$ cat src/rtl/reset_seq_pkg.sv
// Shared state encoding and default timing constants for the reset sequencer.
// The optional watchdog is enabled with the RESET_SEQ_WDT_EN macro.
package reset_seq_pkg;

    typedef enum logic [1:0] {
        WAIT    = 2'd0,
        HOLD    = 2'd1,
        RELEASE = 2'd2,
        RUN     = 2'd3
    } seq_state_t;

    localparam int DEFAULT_NUM_STAGES  = 3;
    localparam int DEFAULT_HOLD_CYCLES = 24'hFFFFF0;
    localparam int DEFAULT_STAGE_GAP   = 1024;
    localparam int DEFAULT_SYNC_STAGES = 2;
    localparam int DEFAULT_WDT_TIMEOUT = 2 ** 20;

    // Width that holds 0..n without wrapping.
    function automatic int cnt_width(input int n);
        return $clog2(n + 1);
    endfunction

endpackage

$ cat src/rtl/reset_sync.sv
// N-flop synchroniser with asynchronous active-low clear; output is 0 while
// clear_n is low and follows d after STAGES clock edges otherwise.
module reset_sync #(
    parameter int STAGES = 2
) (
    input  logic clock,
    input  logic clear_n,
    input  logic d,
    output logic q
);

    logic [STAGES:0] chain;

    assign chain[0] = d;

    for (genvar gi = 0; gi < STAGES; gi++) begin : g_stage
        logic ff_reg;

        always_ff @(posedge clock or negedge clear_n) begin
            if (!clear_n) begin
                ff_reg <= 1'b0;
            end else begin
                ff_reg <= chain[gi];
            end
        end

        assign chain[gi+1] = ff_reg;
    end

    assign q = chain[STAGES];

endmodule

$ cat src/rtl/reset_sequencer.sv
// Power-on / restart reset sequencer: holds all stages in reset, then releases
// them one by one. Optional run-time watchdog is enabled with RESET_SEQ_WDT_EN.
module reset_sequencer
    import reset_seq_pkg::*;
#(
    parameter int NUM_STAGES  = DEFAULT_NUM_STAGES,
    parameter int HOLD_CYCLES = DEFAULT_HOLD_CYCLES,
    parameter int STAGE_GAP   = DEFAULT_STAGE_GAP,
    parameter int SYNC_STAGES = DEFAULT_SYNC_STAGES
`ifdef RESET_SEQ_WDT_EN
    ,
    parameter int WDT_TIMEOUT = DEFAULT_WDT_TIMEOUT
`endif
) (
    input  logic                  clock,
    input  logic                  reset_n,
    input  logic                  pll_locked,
    input  logic                  sw_reset_req,
`ifdef RESET_SEQ_WDT_EN
    input  logic                  wdt_kick,
`endif
    output logic [NUM_STAGES-1:0] stage_reset,
    output logic                  all_ready
);

    localparam int HOLD_W = cnt_width(HOLD_CYCLES);
    localparam int GAP_W  = cnt_width(STAGE_GAP);
    localparam logic [HOLD_W-1:0] HOLD_LAST = HOLD_W'(HOLD_CYCLES - 1);
    localparam logic [GAP_W-1:0]  GAP_LAST  = GAP_W'(STAGE_GAP - 1);

    logic reset_sync_n;
    logic pll_sync;

    reset_sync #(.STAGES(SYNC_STAGES)) u_reset_sync (
        .clock   (clock),
        .clear_n (reset_n),
        .d       (1'b1),
        .q       (reset_sync_n)
    );

    reset_sync #(.STAGES(SYNC_STAGES)) u_pll_sync (
        .clock   (clock),
        .clear_n (reset_n),
        .d       (pll_locked),
        .q       (pll_sync)
    );

    seq_state_t            state_reg, state_next;
    logic [HOLD_W-1:0]     hold_cnt_reg, hold_cnt_next;
    logic [GAP_W-1:0]      gap_cnt_reg, gap_cnt_next;
    logic [NUM_STAGES-1:0] stage_reset_reg, stage_reset_next;
    logic [NUM_STAGES-1:0] stage_shift;
    logic                  all_ready_reg, all_ready_next;
    logic                  restart;

`ifdef RESET_SEQ_WDT_EN
    localparam int WDT_W = cnt_width(WDT_TIMEOUT);
    localparam logic [WDT_W-1:0] WDT_LAST = WDT_W'(WDT_TIMEOUT - 1);

    logic [WDT_W-1:0] wdt_cnt_reg, wdt_cnt_next;
    logic             wdt_expire;
`endif

    always_ff @(posedge clock or negedge reset_n) begin
        if (!reset_n) begin
            state_reg       <= WAIT;
            hold_cnt_reg    <= '0;
            gap_cnt_reg     <= '0;
            stage_reset_reg <= '1;
            all_ready_reg   <= 1'b0;
`ifdef RESET_SEQ_WDT_EN
            wdt_cnt_reg     <= '0;
`endif
        end else begin
            state_reg       <= state_next;
            hold_cnt_reg    <= hold_cnt_next;
            gap_cnt_reg     <= gap_cnt_next;
            stage_reset_reg <= stage_reset_next;
            all_ready_reg   <= all_ready_next;
`ifdef RESET_SEQ_WDT_EN
            wdt_cnt_reg     <= wdt_cnt_next;
`endif
        end
    end

`ifdef RESET_SEQ_WDT_EN
    // A kick always wins, even in the cycle the count reaches its limit.
    always_comb begin
        wdt_cnt_next = '0;
        wdt_expire   = 1'b0;
        if (state_reg == RUN && !wdt_kick) begin
            if (wdt_cnt_reg == WDT_LAST) begin
                wdt_expire = 1'b1;
            end else begin
                wdt_cnt_next = wdt_cnt_reg + 1'b1;
            end
        end
    end

    assign restart = (state_reg != WAIT) && (!pll_sync || sw_reset_req || wdt_expire);
`else
    assign restart = (state_reg != WAIT) && (!pll_sync || sw_reset_req);
`endif

    always_comb begin
        state_next       = state_reg;
        hold_cnt_next    = hold_cnt_reg;
        gap_cnt_next     = gap_cnt_reg;
        stage_reset_next = stage_reset_reg;
        all_ready_next   = all_ready_reg;
        // Releasing the next stage is a left shift, so a stage can never clear
        // ahead of the one below it.
        stage_shift      = stage_reset_reg << 1;

        case (state_reg)
            WAIT: begin
                if (reset_sync_n && pll_sync) begin
                    state_next = HOLD;
                end
            end
            HOLD: begin
                if (hold_cnt_reg == HOLD_LAST) begin
                    stage_reset_next = stage_shift;
                    hold_cnt_next    = '0;
                    gap_cnt_next     = '0;
                    if (stage_shift == '0) begin
                        state_next     = RUN;
                        all_ready_next = 1'b1;
                    end else begin
                        state_next = RELEASE;
                    end
                end else begin
                    hold_cnt_next = hold_cnt_reg + 1'b1;
                end
            end
            RELEASE: begin
                if (gap_cnt_reg == GAP_LAST) begin
                    stage_reset_next = stage_shift;
                    gap_cnt_next     = '0;
                    if (stage_shift == '0) begin
                        state_next     = RUN;
                        all_ready_next = 1'b1;
                    end
                end else begin
                    gap_cnt_next = gap_cnt_reg + 1'b1;
                end
            end
            RUN: begin
                all_ready_next = 1'b1;
            end
            default: begin
                state_next = WAIT;
            end
        endcase

        // Lock loss, software request and watchdog collapse into one restart.
        if (restart) begin
            state_next       = WAIT;
            hold_cnt_next    = '0;
            gap_cnt_next     = '0;
            stage_reset_next = '1;
            all_ready_next   = 1'b0;
        end
    end

    assign stage_reset = stage_reset_reg;
    assign all_ready   = all_ready_reg;

endmodule

$ cat config.mk
export PLATFORM = sky130hd
export DESIGN_NAME = reset_sequencer
export DESIGN_NICKNAME = d
export VERILOG_FILES = /design/src/rtl/reset_seq_pkg.sv /design/src/rtl/reset_sync.sv /design/src/rtl/reset_sequencer.sv
export SDC_FILE = /design/constraint.sdc
export NUM_CORES = 1
export LEC_CHECK = 0
export BUFFER_PORTS_ARGS = -buffer_cell sky130_fd_sc_hd__buf_2
export CAP_MARGIN = 20
export CORE_ASPECT_RATIO = 1.1
export CORE_MARGIN = 8
export CORE_UTILIZATION = 52
export CTS_BUF_LIST = sky130_fd_sc_hd__clkbuf_16
export DETAILED_ROUTE_END_ITERATION = 8
export PLACE_DENSITY = 0.71
export SYNTH_ARGS = -nofsm -noshare
export SYNTH_HDL_FRONTEND = slang
export SYNTH_SLANG_ARGS = --single-unit
export TNS_END_PERCENT = 50
$ cat constraint.sdc
create_clock -name clock -period 2.1 [get_ports clock]
set_clock_uncertainty 0.05 [all_clocks]
set_input_delay 0 -clock clock [delete_from_list [all_inputs] [get_ports clock]]
set_output_delay 0 -clock clock [all_outputs]
set_load 0.02 [all_outputs]
==> key figures <==
CTS
  – Clock transition at the register clock pins on the worst setup and hold paths after CTS: approximately 60 ps
  – Total clock buffers created by CTS: 5
  – Clock tree from TritonCTS: yes
  – CTS root buffer: sky130_fd_sc_hd__clkbuf_16
  – Sink count of the clock tree: 45
  – CTS H-tree depth: 2
  – Latest clock arrival within the worst-skew pair: between 200 and 300 ps
  – Maximum number of buffers from clock root to sink: 2

Worst setup path
  – Critical path's slowest cell: sky130_fd_sc_hd__dfrtp_1
  – Critical path arrival: 2170 ps
  – Delay of the slowest critical-path stage: 380 ps
  – Max Fanout on Critical Path: 5
  – Critical setup path kind: register to register
  – Required time of the worst setup path: around 2300 ps
  – Kind of cell adding the most delay to the critical path: simple AND/OR/NAND/NOR gates
  – Critical path capture point type: register
  – Count of buffering cells on the critical path with inverters included: 0
  – Element type at the critical path start: register
  – Cells traversed along the worst timing path: ha_1, nand3_1, nor4_1, o21ai_1, or3b_1, a21oi_1

Placement
  – Final Wtd Congestion: around 0.90
  – Quantity of I/O buffers inserted on ports: 7
  – Post-DP HPWL: 3850 um
  – Total instance count after detailed placement: 348

Timing
  – Crit share post-route: 0.957
  – Setup Viol. Count Final: 0
  – Max Freq: 0.498 GHz
  – Final number of hold-violating endpoints: 0
  – Post-route worst hold slack: around 190 ps
  – Max-slew violation count: 0
  – Setup repair after global routing missed its margin: yes
  – Post-route minimum period: 2010 ps

Finish
  – Filler cells: approximately 400
  – Share of post-route cells with drive strength above 1: 0.166
  – Area delta synth->final: 16.8%
  – Antenna Diode Count: 0
  – Count of placed standard cells in the final layout, fillers left out: 358
  – Number of flip-flops in the largest register: 24
  – # nets final: slightly above 300

Pwr
  – Share of power burned in the clock network: 0.240
  – Net switching component of the power: 1.14 mW
  – Internal power of the cells: 1.93 mW
  – Worst supply voltage drop on vdd: ~0.00047 V
  – Power density over the cells: 1040 nW/um^2
  – Leak Pwr: 1.30 nW
  – Logic pwr share: 0.419
  – Share of power burned in registers: 0.341
  – Switching Share: 0.372
  – Overall power consumption: between 3 and 4 mW

Logic synthesis
  – Fraction of the yosys area taken by sequential cells: 0.450
  – Number of instances in the synthesized netlist: 269
  – Post-synth EDFFs: 0
  – Number of synthesized register bits: 45
  – Synthesis Warnings: 0
  – Most frequently used cell type in the post-synthesis netlist: sky130_fd_sc_hd__dfrtp_1
  – Flip-flop cell with the highest count after synthesis: sky130_fd_sc_hd__dfrtp_1
  – Cell area after synthesis: 2510 sq um
  – Top-area cell type share of the netlist area: 0.418
  – Yosys cell types: 53
  – Cell types with the highest counts after synthesis: sky130_fd_sc_hd__dfrtp_1, sky130_fd_sc_hd__nor2_1, sky130_fd_sc_hd__nand2_1
  – Synth area leaders: sky130_fd_sc_hd__dfrtp_1, sky130_fd_sc_hd__nor2_1, sky130_fd_sc_hd__nand2_1, sky130_fd_sc_hd__dfstp_2, sky130_fd_sc_hd__ha_1
  – Mean cell area of the mapped netlist: 9.34 sq um
  – Dominant cell type by area after synthesis: sky130_fd_sc_hd__dfrtp_1
  – Async S/R FF share, synth: 1.00
  – Net count of the mapped netlist: around 280

Route
  – Initial DRC Count: ~190
  – Sum of routed wire length over all layers: roughly 5500 um
  – Total iterations of the first detailed-routing run: 4
  – Routed vias/inst: slightly below 6
  – DR vias: between 2k and 2.5k
  – Post-DR wirelength/cell: 15.3 um
  – Count of unresolved DRC violations after routing: 0
  – Antenna-violating nets left: 0

Global routing
  – Wire length of the first global-routing pass: between 9000 and 10000 um
  – Antenna violations before repair: 0
  – Global router's overall resource usage: 0.165
  – Via count of the first global-routing pass: 2060
  – Total grt overflow: 0
  – Largest net degree at the start of global routing: between 40 and 50

Run status
  – Status: finished, final reports clean

Run
  – Number of maximum-capacitance violations: 0

Die
  – Horizontal die dimension: 82.3 um
  – Height of the die: roughly 89 um
  – Die outline area: approximately 7300 sq um
  – Total core area: ~4700 sq um
  – Effective utilization at floorplan: 0.540
  – Ports placed on the boundary: 8
  – Total number of placement rows: 26

Worst hold path
  – Worst Hold Class: input port to asynchronous set/reset pin
==> cell usage in the layout, fill, tap and decap left out, types with 8 or more instances in the layout <==
cell	instances
sky130_fd_sc_hd__xor2_1	8
sky130_fd_sc_hd__dfrtp_1	42
sky130_fd_sc_hd__nand3_1	14
sky130_fd_sc_hd__nand2_1	23
sky130_fd_sc_hd__buf_4	23
sky130_fd_sc_hd__o21ai_0	14
sky130_fd_sc_hd__nor2_1	28
sky130_fd_sc_hd__nor3_1	11
sky130_fd_sc_hd__xnor2_1	8
sky130_fd_sc_hd__nand4_1	9
sky130_fd_sc_hd__inv_1	13
==> through the flow <==
step | instance area (sq um) | TNS (ps) | utilization | worst slack, ps
detailed placement | 2770 | 0 | 0.595 | 58.4
floorplan | 2510 | 0 | - | 19.4
global placement | 2770 | 0 | 0.595 | 111
global route | 2940 | -27.1 | 0.631 | -14.2
CTS | 2930 | 0 | 0.629 | 31.0
finish | 2940 | 0 | 0.631 | 91.0
==> cell type report <==
type / instances / area (sq um) / area share
Inverter: 10 / 37.5 / 0.0128
Tap cell: 56 / 70.1 / 0.0239
Sequential cell: 45 / 1130 / 0.385
Clock buffer: 5 / 125 / 0.0426
Multi-Input combinational cell: 206 / 1310 / 0.448
Timing Repair Buffer: 33 / 248 / 0.0844
Clock inverter: 3 / 11.3 / 0.00384
==> worst min-delay path: cells and delay by family <==
family   cells  cell delay [ps]
buf+inv      3              900
==> power groups by stage <==
stage / Sequential (mW) / Clock [mW] / Combinational (mW)
after floorplan: 1.11 / 0 / 0.793
after global placement: 1.05 / 0 / 1.26
after detailed placement: 1.06 / 0 / 1.28
after CTS: 1.04 / 0.763 / 1.28
after global routing: 1.06 / 0.793 / 1.41
final: 1.04 / 0.737 / 1.29
==> final timing paths <==
check	start	endpoint	slack, ps	depth (start not counted)
worst min-delay path	reset_n	u_reset_sync.g_stage[0].ff_reg	190	3
min in group clock	u_pll_sync.g_stage[0].ff_reg	u_pll_sync.q	300	0
max in group asynchronous	reset_n	stage_reset[1]	1550	3
worst max-delay path	gap_cnt_reg[0]	state_reg[1]	90	6
worst max register to register	gap_cnt_reg[0]	state_reg[1]	90	6
worst min register to register	u_pll_sync.g_stage[0].ff_reg	u_pll_sync.q	300	0
==> repair_timing <==
action,in CTS,in global routing
setup buffers,0,0
hold endpoints to repair,46,0
hold buffers,2,0
setup endpoints to repair,0,6
gates resized for setup,0,3
==> cells by family after synthesis <==
group | Yosys count | share of synthesized area
buffers and inverters | 18 | 0.0314
multiplexers | 3 | 0.0125
flip-flops | 45 | 0.450
AND/OR/NAND/NOR | 122 | 0.257
AO/OA/AOI/OAI | 58 | 0.162
XOR/XNOR | 16 | 0.0558
adder cells (fa/ha/maj) | 6 | 0.0299
other | 1 | 0.00149
==> metal layers <==
layer,routed length [um],GRT usage,vias to the layer above,part of all wire
li1,-,-,1059,-
met1,2480,0.198,1025,0.45
met2,2690,0.280,41,0.49
met3,219,0.0372,9,0.040
met4,84,0.0607,0,0.015
met5,0,0,-,0
(Power assumes the default switching activity.)
